<file path="src/rtl/domains_link_pkg.sv">
// Shared types and helpers for the domains_link sender -> FIFO -> receiver link.
package domains_link_pkg;

  typedef enum logic [1:0] {
    S_IDLE,
    S_SEND,
    S_DRAIN
  } sender_state_t;

  typedef enum logic {
    R_READY,
    R_IDLE
  } receiver_state_t;

  function automatic int level_w(input int depth);
    return $clog2(depth + 1);
  endfunction

endpackage

</file>
<file path="src/rtl/domains_link_fifo.sv">
// Synchronous show-ahead FIFO; push when full and pop when empty are ignored.
module domains_link_fifo
  import domains_link_pkg::*;
#(
  parameter int DATA_W     = 8,
  parameter int FIFO_DEPTH = 4
) (
  input  logic                             clk,
  input  logic                             rst,
  input  logic                             push,
  input  logic                             pop,
  input  logic [DATA_W-1:0]                wdata,
  output logic [DATA_W-1:0]                rdata,
  output logic                             full,
  output logic                             empty,
  output logic [level_w(FIFO_DEPTH)-1:0]   level
);

  localparam int PW = (FIFO_DEPTH > 1) ? $clog2(FIFO_DEPTH) : 1;
  localparam int LW = level_w(FIFO_DEPTH);

  logic [DATA_W-1:0] mem [FIFO_DEPTH];
  logic [PW-1:0]     wr_ptr;
  logic [PW-1:0]     rd_ptr;
  logic              do_push;
  logic              do_pop;

  assign full    = (level == LW'(FIFO_DEPTH));
  assign empty   = (level == '0);
  assign do_push = push && !full;
  assign do_pop  = pop && !empty;
  assign rdata   = mem[rd_ptr];

  // Depth is a power of two, so pointer overflow is the modulo wrap.
  always_ff @(posedge clk) begin
    if (rst) begin
      wr_ptr <= '0;
      rd_ptr <= '0;
      level  <= '0;
    end else begin
      if (do_push) wr_ptr <= wr_ptr + PW'(1);
      if (do_pop)  rd_ptr <= rd_ptr + PW'(1);
      case ({do_push, do_pop})
        2'b10:   level <= level + LW'(1);
        2'b01:   level <= level - LW'(1);
        default: level <= level;
      endcase
    end
  end

  always_ff @(posedge clk) begin
    if (do_push) mem[wr_ptr] <= wdata;
  end

endmodule

</file>
<file path="src/rtl/domains_link.sv">
// Burst sender -> FIFO -> rate-limited receiver link.
// Optional running checksum enabled by macro DOMAINS_LINK_CHECKSUM_EN.
//
// state   | meaning
// S_IDLE  | waiting for sender_trigger
// S_SEND  | pushing burst words, stalls while FIFO full
// S_DRAIN | all pushed, waiting for final receiver_rvalid
// R_READY | receiver pops whenever FIFO is non-empty
// R_IDLE  | receiver rest period after a pop
module domains_link
  import domains_link_pkg::*;
#(
  parameter int              DATA_W               = 8,
  parameter int              FIFO_DEPTH           = 4,
  parameter int              BURST_LEN            = 16,
  parameter int              RECEIVER_IDLE_CYCLES = 1,
  parameter logic [DATA_W-1:0] START_VALUE        = '0
) (
  input  logic                           clk,
  input  logic                           rst,
  input  logic                           sender_trigger,
  output logic                           sender_busy,
  output logic                           trigger_ignored,
  output logic [DATA_W-1:0]              receiver_rdata,
  output logic                           receiver_rvalid,
  output logic                           transfer_done,
  output logic [level_w(FIFO_DEPTH)-1:0] fifo_level,
  output logic [DATA_W-1:0]              receiver_csum
);

  localparam int CW = $clog2(BURST_LEN + 1);
  localparam int IW = (RECEIVER_IDLE_CYCLES > 1) ? $clog2(RECEIVER_IDLE_CYCLES) : 1;

  sender_state_t   s_state, s_next;
  receiver_state_t r_state, r_next;

  logic [CW-1:0]     push_cnt;
  logic [DATA_W-1:0] next_word;
  logic [IW-1:0]     idle_cnt;
  logic              push;
  logic              pop;
  logic              accept;
  logic              done_next;
  logic              fifo_full;
  logic              fifo_empty;
  logic [DATA_W-1:0] fifo_rdata;

  domains_link_fifo #(
    .DATA_W     (DATA_W),
    .FIFO_DEPTH (FIFO_DEPTH)
  ) u_fifo (
    .clk   (clk),
    .rst   (rst),
    .push  (push),
    .pop   (pop),
    .wdata (next_word),
    .rdata (fifo_rdata),
    .full  (fifo_full),
    .empty (fifo_empty),
    .level (fifo_level)
  );

  always_comb begin
    s_next    = s_state;
    push      = 1'b0;
    accept    = 1'b0;
    done_next = 1'b0;
    case (s_state)
      S_IDLE: begin
        if (sender_trigger) begin
          accept = 1'b1;
          s_next = S_SEND;
        end
      end
      S_SEND: begin
        push = !fifo_full;
        if (push && (push_cnt == CW'(BURST_LEN - 1))) s_next = S_DRAIN;
      end
      S_DRAIN: begin
        // Empty FIFO plus rvalid in drain can only be the final word.
        if (fifo_empty && receiver_rvalid) begin
          done_next = 1'b1;
          s_next    = S_IDLE;
        end
      end
      default: s_next = S_IDLE;
    endcase
  end

  always_ff @(posedge clk) begin
    if (rst) begin
      s_state         <= S_IDLE;
      push_cnt        <= '0;
      next_word       <= START_VALUE;
      transfer_done   <= 1'b0;
      trigger_ignored <= 1'b0;
    end else begin
      s_state         <= s_next;
      transfer_done   <= done_next;
      trigger_ignored <= sender_trigger && (s_state != S_IDLE);
      if (accept) begin
        push_cnt  <= '0;
        next_word <= START_VALUE;
      end else if (push) begin
        push_cnt  <= push_cnt + CW'(1);
        next_word <= next_word + DATA_W'(1);
      end
    end
  end

  assign sender_busy = (s_state != S_IDLE);

  always_comb begin
    r_next = r_state;
    pop    = 1'b0;
    case (r_state)
      R_READY: begin
        if (!fifo_empty) begin
          pop = 1'b1;
          if (RECEIVER_IDLE_CYCLES > 0) r_next = R_IDLE;
        end
      end
      R_IDLE: begin
        if (idle_cnt == '0) r_next = R_READY;
      end
      default: r_next = R_READY;
    endcase
  end

  always_ff @(posedge clk) begin
    if (rst) begin
      r_state         <= R_READY;
      idle_cnt        <= '0;
      receiver_rdata  <= '0;
      receiver_rvalid <= 1'b0;
    end else begin
      r_state         <= r_next;
      receiver_rvalid <= pop;
      if (pop) begin
        receiver_rdata <= fifo_rdata;
        idle_cnt       <= IW'(RECEIVER_IDLE_CYCLES - 1);
      end else if ((r_state == R_IDLE) && (idle_cnt != '0)) begin
        idle_cnt <= idle_cnt - IW'(1);
      end
    end
  end

`ifdef DOMAINS_LINK_CHECKSUM_EN
  always_ff @(posedge clk) begin
    if (rst) begin
      receiver_csum <= '0;
    end else if (accept) begin
      receiver_csum <= '0;
    end else if (pop) begin
      receiver_csum <= receiver_csum + fifo_rdata;
    end
  end
`else
  assign receiver_csum = '0;
`endif

endmodule

</file>
<file path="config.mk">
export PLATFORM = sky130hd
export DESIGN_NAME = domains_link
export DESIGN_NICKNAME = d
export VERILOG_FILES = /design/src/rtl/domains_link_pkg.sv /design/src/rtl/domains_link_fifo.sv /design/src/rtl/domains_link.sv
export SDC_FILE = /design/constraint.sdc
export NUM_CORES = 1
export LEC_CHECK = 0
export ABC_AREA = 1
export CORE_MARGIN = 4
export CORE_UTILIZATION = 55
export DETAILED_ROUTE_END_ITERATION = 12
export PLACE_DENSITY = 0.77
export REMOVE_ABC_BUFFERS = 1
export SLEW_MARGIN = 20
export SYNTH_ARGS = -nofsm -noshare
export SYNTH_HDL_FRONTEND = slang
export SYNTH_HIERARCHICAL = 1
export SYNTH_SLANG_ARGS = --single-unit
</file>
<file path="constraint.sdc">
create_clock -name clk -period 5.25 [get_ports clk]
set_input_delay 0.7875 -clock clk [delete_from_list [all_inputs] [get_ports clk]]
set_output_delay 0.7875 -clock clk [all_outputs]
set_load 0.005 [all_outputs]
</file>
==> results.toml, run 1 <==
[synthesis]
ys_seq_area_share_pct = 58.1
ys_ff_latch = 69
synthCells = 316
yosysUniqueCellTypes = 28
yosysWarnings = 6
avgSynthCellArea_sq_um = 9.26
syn_area_sq_mm = 0.00293

[setup_path]
crit_fanout = 6
r2r-start = "u_fifo/level[0]"
cp.required_ps = 5490
end_kind = "register"
path_class = "reg2reg"
crit_path_start_kind = "register"
critical_path_arrival_ps = 2660
crit_start = "u_fifo/level[0]"

[power]
ir_drop_mv = 0.224
powerDensity_mw_per_mm2 = 444
power_uw = 1460
p_leak_uw = 0.00129

[global_routing]
grt_max_degree = 18
antenna_found_initial = 0
track_usage_pct = 18.0
grt_pass1_vias = 1978
grt_pass1_wl_mm = 8.80
overflow = 0

[floorplan]
die_area_sq_mm = 0.00655
start_util_pct = 56.9
die_w_um = 80.9
coreArea_sq_mm = 0.00514
die_h_um = 80.9
ios = 26
num_rows = 26

[place]
dp_slack_ps = 2900
dp_hpwl_mm = 3.73
dp.cells = 398
port-buffer-count = 17
routabilityCongestion = 0.793

[clock_tree]
post_cts_buffers = 0
cts-root-buf = "clkbuf_8"
clkLatencyLatePin_ps = 340
path_clk_slew_ps = 70
cts-resized-gates = 0
cts.path.max_buffers = 2
cts-hold-fix-buffers = 0
cts_tree = "yes"
cts.sinks = 69
cts_made_buffers = 9
cts_max_level = 3

[timing]
whs_ps = 468
fin_skew_ps = 6.75
finalSetupViolCount = 0
fin_crit_ps = 2420
fin_ws_ps = 2830
tns_ps = 0
clock.fmax_ghz = 0.414
slew_viol_final = 0
finalCritPeriodShare_pct = 46.0
worstMarginPinSlew_ps = 798
slew-limit-headroom_pct = 46.6
rsz0062_at_grt = "false"
hold_viol = 0

[layout]
layout-drive-gt1-share_pct = 8.14
nets = 351
n_antenna_cell = 0
fill_cells = 441
most-common-layout-cells = "nand2_1, inv_1, nor2_1, dfxtp_1, edfxtp_1"
final_common_cell = "nand2_1"
fin_cells = 414
area_delta_synth_final_pct = 12.4

[run_status]
status = "finished clean"

[hold_path]
hold_path.class = "reg2reg"
min-delay-start = "receiver_rdata[6]"

[drt]
num_vias = 2115
drt_iter0_drc = 164
drc = 0
via_per_inst = 5.11
wirelength_mm = 5.28
ant_nets = 0
wire_per_inst_um = 12.7
firstDrtPassIters = 4

[run]
cap_viol_max_count = 0
-- final timing paths --
check / endpoint / slack [ps] / cells past startpoint
setup / recovery: u_fifo/level[2] / 2830 / 15
hold reg to reg: receiver_rdata[6] / 470 / 2
hold / removal: receiver_rdata[6] / 470 / 2
setup reg to reg: u_fifo/level[2] / 2830 / 15
-- metal layers --
layer	routed length, um	global-route usage [%]	vias up	part of all wire (%)
met5	0	0	-	0
met4	102	8.11	0	1.9
li1	-	-	1067	-
met1	2290	21.7	980	43
met3	313	5.65	11	5.9
met2	2570	29.6	57	49
-- where the power goes --
part / total (uW) / leakage (uW) / internal, uW / switching, uW
logic: 372 / 0.000629 / 155 / 217
clock network: 385 / 0.0000956 / 198 / 187
registers: 702 / 0.000569 / 643 / 59.5
total: 1460 / 0.00129 / 996 / 463
-- sequential cells by signal, summed over array words and instances, names as in the netlist, 2 cells and up, named ones only --
signal          flops
receiver_rdata      8
push_cnt            5
u_fifo/level        3
u_fifo/rd_ptr       2
s_state             2
next_word           8
u_fifo/mem         32
u_fifo/wr_ptr       2
-- area by class of cell --
type	count	area (sq um)	area share, %
multi-input cells	199	991	30.1
inverters	43	161	4.91
flip-flops and latches	69	1700	51.7
repair buffers	17	170	5.17
clock buffers	12	156	4.75
clock inverters	4	21.3	0.647
well taps	70	87.6	2.66
-- cell families after synthesis --
group	share of synthesized area, %
AOI/OAI and AO/OA	8.29
buffers and inverters	8.89
and+or+nand+nor	20.4
adders and majority gates	4.10
other	0.128
DFF	58.1
-- worst max-delay path, stage by stage (launching register included) --
cell     delay, ps
dfxtp_1        330
inv_1          100
nand3_1        200
inv_1          100
nor2_1         350
inv_1           80
nor2_1         150
ha_1           180
inv_1           70
fa_1           390
inv_1           70
nand2_1         70
nand3_1         90
nand2_1         50
inv_1           40
nor2_1          40
-- synthesized netlist by cell type --
cell,instances,area [sq um]
inv_2,2,7.51
o21ai_0,15,75.1
nor2_2,5,31.3
inv_1,40,150
buf_2,1,5.00
nor4b_1,1,8.76
nand3_1,25,125
buf_4,8,60.1
ha_1,8,100
nor2_1,38,143
dfxtp_1,37,741
nor3_1,2,10.0
a21oi_1,15,75.1
nand3_2,1,10.0
nand2_1,57,214
o22ai_1,8,50.1
nor4_1,1,6.26
o21ai_1,5,25.0
conb_1,1,3.75
o21ai_2,2,17.5
edfxtp_1,32,961
nand4_1,2,12.5
nor2_4,1,11.3
buf_6,3,33.8
clkinv_1,1,3.75
nand3b_1,1,7.51
nand2_2,3,18.8
fa_1,1,20.0
-- metrics by stage --
step | util, % | cell area, sq um
floorplan | - | 2850
global placement | 60.5 | 3110
detailed placement | 60.5 | 3110
CTS | 64.0 | 3290
global route | 64.0 | 3290
finish | 64.0 | 3290
(Power assumes the default switching activity.)
==> inputs of run 2 (changes only) <==
==> constraint.sdc (replaced) <==
create_clock -name clk -period 2.48 [get_ports clk]
set_input_delay 0.372 -clock clk [delete_from_list [all_inputs] [get_ports clk]]
set_output_delay 0.372 -clock clk [all_outputs]
set_load 0.005 [all_outputs]
==> results.toml, run 2 (synthesis gave the netlist of run 1 again) <==
[layout]
most-common-layout-cells = "nand2_1, inv_1, nor2_1, dfxtp_1, edfxtp_1"
largestRegisters = "u_fifo/mem x32, next_word x8, receiver_rdata x8"
final_cell_area_sq_mm = 0.00335
fill_cells = 433
area_delta_synth_final_pct = 14.4
n_antenna_cell = 0
final_common_cell = "nand2_1"
layout-drive-gt1-share_pct = 9.69
utilization_pct = 65.1
top_register = "u_fifo/mem"
layout.area.seq_sq_mm = 0.00170
multi_input_area_sq_um = 991
nets = 358
largest_reg_flops = 32

[setup_path]
critical_path_arrival_ps = 2350
slowest_stage = "fa_1"
end_kind = "register"
crit_fanout = 6
cp.required_ps = 2710
path_cells = "inv_1 -> nand3_1 -> inv_1 -> nor2_4 -> nand2_1 -> ha_1 -> inv_1 -> fa_1 -> inv_1 -> nand2_1 -> nand3_1 -> nand2_1 -> inv_1 -> nor2_1"
max_stage_delay_ps = 380
path_class = "reg2reg"
crit_path_start_kind = "register"
cpMostUsedCell = "inv_1"

[power]
ir_drop_mv = 0.411
powerDensity_mw_per_mm2 = 938
p_leak_uw = 0.00133

[clock_tree]
cts.path.max_buffers = 2
cts-hold-fix-buffers = 0
cts.sinks = 69
cts-resized-gates = 0
cts_tree = "yes"
clkLatencyLatePin_ps = 320
post_cts_buffers = 0
cts_made_buffers = 9
cts-root-buf = "clkbuf_8"
cts_max_level = 3
path_clk_slew_ps = 70

[drt]
wire_per_inst_um = 12.2
firstDrtPassIters = 5
ant_nets = 0
via_per_inst = 4.91
wirelength_mm = 5.13
drc = 0
num_vias = 2068
drt_iter0_drc = 92

[global_routing]
overflow = 0
grt_pass1_wl_mm = 8.60
antenna_found_initial = 0
grt_pass1_vias = 1948
grt_max_degree = 17
track_usage_pct = 17.6

[floorplan]
ios = 26
start_util_pct = 56.9
die_area_sq_mm = 0.00655
die_w_um = 80.9
die_h_um = 80.9
coreArea_sq_mm = 0.00514
num_rows = 26

[timing]
hold_viol = 0
rsz0062_at_grt = "false"
finalSetupViolCount = 0
tns_ps = 0
clock.fmax_ghz = 0.470
fin_skew_ps = 5.77
finalCritPeriodShare_pct = 85.7
slew_viol_final = 0
fin_crit_ps = 2130

[place]
routabilityCongestion = 0.792
postPlaceCellArea_sq_mm = 0.00316
port-buffer-count = 17
dp_hpwl_mm = 3.61

[run_status]
status = "finished clean"

[hold_path]
hold_path.class = "reg2reg"

[run]
cap_viol_max_count = 0
==> run 2: per-stage QoR <==
stage / hold WS (ps) / setup slack [ps] / std cells / total power, uW
floorplan: 423 / 459 / 311 / 1950
global placement: 454 / 509 / 405 / 2300
detailed placement: 461 / 402 / 405 / 2330
CTS: 472 / 375 / 421 / 3170
global route: 482 / 119 / 421 / 3340
finish: 467 / 354 / 421 / 3140
==> run 2: critical path, delay by kind of cell, from the launching register on <==
kind	cells	cell delay, ps
DFF	1	310
and+or+nand+nor	7	640
buffers and inverters	5	500
adders and majority gates	2	580
==> run 2: final timing paths <==
path                            slack [ps]                end  cells past startpoint              start
worst max-delay path                   350    u_fifo/level[2]                     14    u_fifo/level[0]
worst min-delay path                   470  receiver_rdata[3]                      2  receiver_rdata[3]
worst max register to register         350    u_fifo/level[2]                     14    u_fifo/level[0]
worst min register to register         470  receiver_rdata[3]                      2  receiver_rdata[3]
==> run 2: final cells by class <==
cell class / instances / area share, %
inverters: 43 / 4.82
flip-flops and latches: 69 / 50.8
clock buffers: 11 / 3.93
repair buffers: 24 / 6.65
clock inverters: 5 / 1.53
multi-input cells: 199 / 29.6
well taps: 70 / 2.62
==> run 2: power by group <==
part / internal [uW] / total, uW / switching, uW
registers: 1360 / 1470 / 111
clock network: 458 / 840 / 382
logic: 359 / 828 / 469
==> run 2: per-layer routing <==
layer	up-vias	GRT usage [%]	routed length, um
met3	5	3.33	278
met1	934	21.6	2200
met2	48	29.6	2580
met4	0	9.12	63
li1	1081	-	-
met5	-	0	0
==> inputs of run 3 (changes only) <==
--- a/config.mk
+++ b/config.mk
@@ -5,14 +5,13 @@
 export SDC_FILE = /design/constraint.sdc
 export NUM_CORES = 1
 export LEC_CHECK = 0
-export ABC_AREA = 1
 export CORE_MARGIN = 4
 export CORE_UTILIZATION = 55
 export DETAILED_ROUTE_END_ITERATION = 12
 export PLACE_DENSITY = 0.77
 export REMOVE_ABC_BUFFERS = 1
+export SETUP_SLACK_MARGIN = 0.1
 export SLEW_MARGIN = 20
 export SYNTH_ARGS = -nofsm -noshare
 export SYNTH_HDL_FRONTEND = slang
-export SYNTH_HIERARCHICAL = 1
 export SYNTH_SLANG_ARGS = --single-unit
==> results.toml, run 3 <==
[synthesis]
ys_seq_area_share_pct = 58.3
yosysTopAreaCell = "edfxtp_1"
synth_edf_count = 32
async_flop_share_pct = 0
synth.most_common_cell = "dfxtp_1"
syn_area_sq_mm = 0.00285
synthCells = 239
synth_area_leaders = "edfxtp_1, dfxtp_1, mux4_2"
synth_ff_type = "dfxtp_1"
yosysUniqueCellTypes = 39
avgSynthCellArea_sq_um = 11.9
muxShareOfSynthArea_pct = 7.02
synth_fa_ha_area_share_pct = 4.21
yosysWarnings = 0
synth_top_area_share_pct = 33.7
synth_compound_area_share_pct = 10.3
ys_ff_latch = 67
synth_top_family_by_area = "simple AND/OR/NAND/NOR gates"
yosys.area_share.xor_xnor_pct = 0.615
synth_common_cells = "dfxtp_1, edfxtp_1, a21oi_1, nand3_1, o21ai_0"
yosys.area_share.simple_pct = 13.2

[layout]
most-common-layout-cells = "dfxtp_1, edfxtp_1, a21oi_1, nand3_1"
layout.area.seq_sq_mm = 0.00167
fill_cells = 389
nets = 271
multi_input_area_sq_mm = 0.00104
top_register = "u_fifo.mem"
largestRegisters = "u_fifo.mem x32, next_word x8, receiver_rdata x8"
fin_cells = 331
n_antenna_cell = 0
area_delta_synth_final_pct = 15.3
largest_reg_flops = 32
layout-drive-gt1-share_pct = 15.5

[drt]
drc = 0
num_vias = 1857
firstDrtPassIters = 4
drt_iter0_drc = 108
via_per_inst = 5.61
wire_per_inst_um = 15.0
wirelength_mm = 4.96
ant_nets = 0

[floorplan]
num_rows = 25
coreArea_sq_mm = 0.00488
start_util_pct = 58.4
ios = 26
die_area_sq_mm = 0.00640
die_w_um = 80.0
die_h_um = 80.0

[run_status]
status = "finished clean"

[timing]
rsz0062_at_grt = "false"
worstMarginPinSlew_ps = 660
slew_viol_final = 0
hold_viol = 0
fin_crit_ps = 2210
fin_skew_ps = 8.09
tns_ps = 0
finalCritPeriodShare_pct = 88.9
finalSetupViolCount = 0
clock.fmax_ghz = 0.453
slew-limit-headroom_pct = 55.9

[clock_tree]
path_clk_slew_ps = 70
cts.sinks = 67
cts.path.max_buffers = 2
cts-root-buf = "clkbuf_8"
cts_max_level = 3
clkLatencyLatePin_ps = 340
cts_made_buffers = 9
cts_tree = "yes"

[power]
p_leak_uw = 0.00114
powerDensity_mw_per_mm2 = 998
ir_drop_mv = 0.521

[place]
dp.cells = 315
dp_hpwl_mm = 3.35
port-buffer-count = 17
routabilityCongestion = 0.751

[setup_path]
cp.required_ps = 2740
end_kind = "register"
critical_path_arrival_ps = 2470
r2r-start = "u_fifo.level[0]"
crit_path_start_kind = "register"
reg2reg_depth = 8
reg2reg_to = "u_fifo.level[2]"
ff2ff_setup_slack_ps = 270
path_class = "reg2reg"
crit_fanout = 8

[global_routing]
grt_max_degree = 23
overflow = 0
grt_pass1_wl_mm = 8.31
grt_pass1_vias = 1736
antenna_found_initial = 0
track_usage_pct = 17.6

[hold_path]
hold_path.class = "reg2reg"
min_to = "r_state"
hold_depth = 2
min-delay-start = "idle_cnt"

[run]
cap_viol_max_count = 0
run 3: changes by cell type in the layout (fill, tap and decap cells not counted), moves of 7 or more:
cell,before,now
inv_1,40,13
nand2_1,57,4
a21oi_1,15,26
o22ai_1,8,0
mux4_2,0,8
nor2_1,38,6
nand3_1,25,18
run 3: cell families after synthesis:
family                     Yosys count
DFF                                 67
and+or+nand+nor                     62
AOI/OAI and AO/OA                   53
buffers and inverters               35
muxes                               10
adders and majority gates            9
xor gates and xnor gates             2
other                                1
run 3: final cells by class:
type / count / share of cell area [%]
clock inverters: 6 / 2.66
repair buffers: 24 / 6.78
clock buffers: 10 / 4.19
flip-flops and latches: 67 / 50.7
multi-input cells: 144 / 31.7
inverters: 13 / 1.48
well taps: 67 / 2.55
run 3: critical path, cell delays in order, from the launching register on:
cell	delay [ps]
dfxtp_2	360
or3b_2	500
nand2_1	90
ha_2	180
inv_1	60
fa_2	340
xor2_1	160
or3_1	310
a21oi_1	140
run 3: metal layers:
| layer | track usage [%] | vias to the layer above | part of all wire, % |
|---|---|---|---|
| met5 | 0 | - | 0 |
| met4 | 7.60 | 0 | 1.1 |
| met3 | 6.55 | 4 | 5.1 |
| met2 | 29.0 | 43 | 50 |
| met1 | 20.5 | 896 | 44 |
| li1 | - | 914 | - |
run 3: worst max-delay path by stage:
stage,from,endpoint,cells after the start,slack (ps)
floorplan,u_fifo.level[2],u_fifo.level[2],8,220
global placement,u_fifo.level[2],u_fifo.level[2],8,310
detailed placement,u_fifo.level[2],u_fifo.level[2],8,200
CTS,u_fifo.level[2],u_fifo.level[2],8,170
global route,u_fifo.level[0],u_fifo.level[2],8,160
finish,u_fifo.level[0],u_fifo.level[2],8,270
run 3: timing repair:
action / 4_1_cts / 5_1_grt
resized for setup: 0 / 5
endpoints found under the setup margin: 0 / 1
setup buffers: 0 / 0
hold buffers: 0 / 0
run 3: stage by stage:
| stage | utilization, % | setup WS, ps | hold WS (ps) | power (uW) | area, sq um |
|---|---|---|---|---|---|
| 5_1_grt | 67.4 | 164 | 494 | 3500 | 3290 |
| 6_report | 67.4 | 275 | 457 | 3280 | 3290 |
| 4_1_cts | 67.2 | 175 | 460 | 3300 | 3280 |
| 2_1_floorplan | - | 221 | 426 | 1920 | 2750 |
| 3_5_place_dp | 62.6 | 200 | 450 | 2300 | 3050 |
| 3_3_place_gp | 62.6 | 312 | 455 | 2270 | 3050 |
run 3: power breakdown:
part | leakage, uW | internal [uW] | total (uW) | switching [uW]
Sequential | 0.000581 | 1290 | 1430 | 141
Combinational | 0.000444 | 447 | 856 | 409
Clock | 0.000117 | 595 | 996 | 401
